**config.mk**
```make
export PLATFORM = sky130hd
export DESIGN_NAME = data_c_pipe_sync_tap
export DESIGN_NICKNAME = d
export VERILOG_FILES = /design/src/rtl/data_c_pipe_sync_tap.sv
export SDC_FILE = /design/constraint.sdc
export NUM_CORES = 1
export LEC_CHECK = 0
export BUFFER_PORTS_ARGS = -buffer_cell sky130_fd_sc_hd__buf_2
export CORE_ASPECT_RATIO = 1.2
export CORE_MARGIN = 2
export CORE_UTILIZATION = 30
export DETAILED_ROUTE_END_ITERATION = 8
export GPL_TIMING_DRIVEN = 1
export SYNTH_ARGS = -nofsm -noshare
export SYNTH_HDL_FRONTEND = slang
export SYNTH_SLANG_ARGS = --single-unit
```
**constraint.sdc**
```tcl
create_clock -name clock -period 2.6 [get_ports clock]
set_input_delay 0.52 -clock clock [delete_from_list [all_inputs] [get_ports clock]]
set_output_delay 0.52 -clock clock [all_outputs]
set_load 0.01 [all_outputs]
```
**src/rtl/data_c_pipe_sync_tap.sv**
```systemverilog
`default_nettype none
// ============================================================================
//  Module      : data_c_pipe_sync_tap
//  Description : LAT-stage valid/ready register pipeline with per-stage taps
//                and a registered occupancy counter.
//  Revision    : 1.0 - initial release
// ============================================================================
module data_c_pipe_sync_tap #(
    parameter int LAT   = 4,
    parameter int DSIZE = 32
) (
    input  logic                       clock,
    input  logic                       rst_n,
    input  logic                       flush,
    input  logic                       in_valid,
    input  logic [DSIZE-1:0]           in_data,
    output logic                       in_ready,
    output logic                       out_valid,
    output logic [DSIZE-1:0]           out_data,
    input  logic                       out_ready,
    output logic [LAT-1:0][DSIZE-1:0]  tap_datas,
    output logic [LAT-1:0]             tap_valids,
    output logic [$clog2(LAT+1)-1:0]   occupancy
);

    localparam int                 c_occ_w   = $clog2(LAT + 1);
    localparam logic [c_occ_w-1:0] c_occ_one = 1;

    logic [LAT-1:0][DSIZE-1:0] r_data;
    logic [LAT-1:0]            r_vld;
    logic [c_occ_w-1:0]        r_occ;

    logic [LAT:0]              w_rdy;
    logic [LAT-1:0]            w_up_vld;
    logic [LAT-1:0][DSIZE-1:0] w_up_data;
    logic                      w_in_xfer;
    logic                      w_out_xfer;

    // Ready ripples back from the sink: a stage can take a beat if it is
    // empty or its own beat moves on this cycle.
    always_comb begin
        w_rdy      = '0;
        w_rdy[LAT] = out_ready;
        for (int k = LAT - 1; k >= 0; k--) begin
            w_rdy[k] = !r_vld[k] || w_rdy[k+1];
        end
    end

    always_comb begin
        w_up_vld     = '0;
        w_up_data    = '0;
        w_up_vld[0]  = in_valid;
        w_up_data[0] = in_data;
        for (int k = 1; k < LAT; k++) begin
            w_up_vld[k]  = r_vld[k-1];
            w_up_data[k] = r_data[k-1];
        end
    end

    assign in_ready   = w_rdy[0] && !flush;
    assign w_in_xfer  = in_valid && in_ready;
    assign w_out_xfer = r_vld[LAT-1] && out_ready;

    // Payload registers only move on a load; flush and drain touch valids only.
    always_ff @(posedge clock or negedge rst_n) begin
        if (!rst_n) begin
            r_vld  <= '0;
            r_data <= '0;
        end else if (flush) begin
            r_vld <= '0;
        end else begin
            for (int k = 0; k < LAT; k++) begin
                if (w_rdy[k]) begin
                    r_vld[k] <= w_up_vld[k];
                    if (w_up_vld[k]) begin
                        r_data[k] <= w_up_data[k];
                    end
                end
            end
        end
    end

    always_ff @(posedge clock or negedge rst_n) begin
        if (!rst_n) begin
            r_occ <= '0;
        end else if (flush) begin
            r_occ <= '0;
        end else if (w_in_xfer && !w_out_xfer) begin
            r_occ <= r_occ + c_occ_one;
        end else if (!w_in_xfer && w_out_xfer) begin
            r_occ <= r_occ - c_occ_one;
        end
    end

    assign out_valid  = r_vld[LAT-1];
    assign out_data   = r_data[LAT-1];
    assign tap_datas  = r_data;
    assign tap_valids = r_vld;
    assign occupancy  = r_occ;

endmodule
`default_nettype wire

```
==> impl_metrics.tcl <==
set metrics [dict create \
    outcome "finished clean" \
    yosysTopAreaCell "dfrtp_1" \
    wirelength_um 12300 \
    grt_overflow 0 \
    nets 570 \
    die-height_um 152 \
    cts-htree-levels 4 \
    p_per_area_nw_per_um2 1100 \
    cp-end-kind "register" \
    antenna_found_initial 0 \
    cts_resized 0 \
    dieArea_sq_um 19500 \
    grt_setup_unrepaired "false" \
    synth_cells 346 \
    vias 3414 \
    portBuffers 205 \
    groute.usage.overall 0.134 \
    dp_hpwl_um 8970 \
    place_congestion 0.753 \
    skew_ps 7.50 \
    r2r_start "tap_valids[3]$_DFFE_PN0P_" \
    dpl_cell_area_sq_um 6570 \
    synthTopCellsByArea "dfrtp_1, mux2_2, mux2_4" \
    ios 206 \
    yosysWarningCount 0 \
    post-cts-setup-buffers 0 \
    startpoint "tap_valids[3]$_DFFE_PN0P_" \
    clock_latency_ps 410 \
    seq_power_share 0.402 \
    crit_type "register to register" \
    synth_area_sq_um 5510 \
    postCtsHoldBufs 0 \
    timing.fmax_mhz 482 \
    cap_violations 0 \
    switching_power_mw 2.36 \
    netSwitchingFraction 0.297 \
    final_util 0.399 \
    finalHoldViolations 0 \
    arrival_ps 2410 \
    dr.pass1.iters 4 \
    diodes 0 \
    slew_violations 0 \
    p_clk_frac 0.337 \
    leakage_nw 3.74 \
    drc 0 \
    setup_tns_ps 0 \
    power_frac_comb 0.262 \
    clock_path_buffers 2 \
    grt_max_degree 57 \
    critPathMaxFanout 7 \
    tritoncts "yes" \
    rows 54 \
    grt_pass1_wl_um 20100 \
    clk_pin_slew_worst_paths_ps 60 \
    ys_types 30 \
    min_period_over_period 0.798 \
    syn-mean-instance-area_sq_um 15.9 \
    worstMarginPinSlew_ps 443 \
    layout-drive-gt1-share 0.679 \
    crit_path_start_kind "register" \
    dieWidth_um 128 \
    fin_area_sq_um 7230 \
    syn_nets 384 \
    hp-class "primary input to async pin" \
    cts_buffers 17 \
    max_slew_margin 0.705 \
    root_buffer "clkbuf_16" \
    area_growth_pct 31.2 \
    drtAntennaViolNets 0 \
    p_int_mw 5.58 \
    finalSetupViolCount 0 \
    grt_pass1_vias 3671 \
    initial_core_util 0.304 \
    yosysSeqAreaShare 0.613 \
    synth_top_area_frac 0.613 \
    cts_sinks 135 \
    worst-endpoint-required_ps 2930 \
    wl_per_cell_um 16.0 \
    core_area_sq_um 18100 \
    fin_crit_ps 2080 \
    drt_iter0_markers 90 \
    viasPerCell 4.44 \
    ir_drop_mv 0.421 \
    synth_seq_cells 135 \
]
==> cells in the final DEF, fill, tap and decap left out, types with 3 or more instances in the layout <==
master,synthesis,final
clkbuf_16,0,17
dfrtp_1,135,135
bufinv_16,0,5
mux2_4,30,30
nor2_1,7,7
buf_4,33,10
inv_1,3,3
mux2_2,87,87
clkinvlp_4,0,3
buf_2,10,204
mux2_1,11,11
clkinv_4,0,3
==> worst paths after layout <==
check / endpoint / slack, ps / cells past startpoint
max reg2reg: occupancy[2]$_DFFE_PN0P_ / 520 / 7
min in group clock: tap_datas[23]$_DFFE_PN0P_ / 320 / 2
max in group asynchronous: out_data[30]$_DFFE_PN0P_ / 1890 / 2
min: out_data[12]$_DFFE_PN0P_ / 20 / 1
min reg2reg: tap_datas[64]$_DFFE_PN0P_ / 500 / 1
max: occupancy[2]$_DFFE_PN0P_ / 520 / 7
==> metal layers <==
metal  global-route usage  vias up  routed length (um)
li1                     -     1541                   -
met1                0.153     1729                4960
met2                0.231      119                6410
met3               0.0393       25                 611
met4               0.0576        0                 363
met5                    0        -                   0
==> synth_stat cells (all sizes together) <==
cell and instances:
o21bai 1, nor3b 1, a31oi 1, a311oi 1, a21bo 1, fa 1, nor3 2, and2 1
inv 3, dfrtp 135, a211oi 1, mux2 128, nand3b 1, nor2 7, xnor2 1, or3b 2
buf 47, and4 1, a21oi 2, o21a 1, nor2b 1, clkbuf 2, and3b 2, nand3 1
nand2 2
==> stage by stage <==
stage | hold WS (ps) | worst slack [ps] | cells | total power, mW
finish | 18.8 | 525 | 769 | 7.94
global placement | 473 | 335 | 737 | 5.29
CTS | 24.2 | 508 | 769 | 8.07
global route | 38.0 | 312 | 769 | 8.38
floorplan | 224 | 583 | 346 | 4.50
detailed placement | 480 | 314 | 737 | 5.35
==> kinds of logic after synthesis <==
group / Yosys count / share of synthesized area
XOR/XNOR: 1 / 0.00159
AO/OA/AOI/OAI: 8 / 0.0116
buffers and inverters: 52 / 0.0657
multiplexers: 128 / 0.282
AND/OR/NAND/NOR: 21 / 0.0218
flip-flops: 135 / 0.613
adder cells (fa/ha/maj): 1 / 0.00364
==> power groups by stage <==
stage / Sequential (mW) / Clock, mW / Combinational (mW)
6_report: 3.19 / 2.67 / 2.08
5_1_grt: 3.30 / 2.85 / 2.23
3_3_place_gp: 3.20 / 0 / 2.09
4_1_cts: 3.20 / 2.75 / 2.11
3_5_place_dp: 3.24 / 0 / 2.11
2_1_floorplan: 3.45 / 0 / 1.05
==> layout make-up <==
type,instances,area (sq um)
fill,1727,10900
sequential,135,3380
multi-input combinational,159,1770
timing repair buffer,216,1130
clock buffer,18,439
tap,224,280
clock inverter,14,221
inverter,3,11.3
==> critical path, cell delays in order, from the launching register on <==
cell and delay (ps):
dfrtp_1 420, and3b_1 330, nand3_1 130, nor3b_1 170, fa_1 390, a311oi_1 300, nor3_1 80, nor3_1 170
==> registers in the layout, summed over array words and instances (netlist names) <==
| signal | cells |
|---|---|
| out_data | 32 |
| tap_datas | 96 |
| tap_valids | 4 |
| occupancy | 3 |
(Power assumes the default switching activity.)
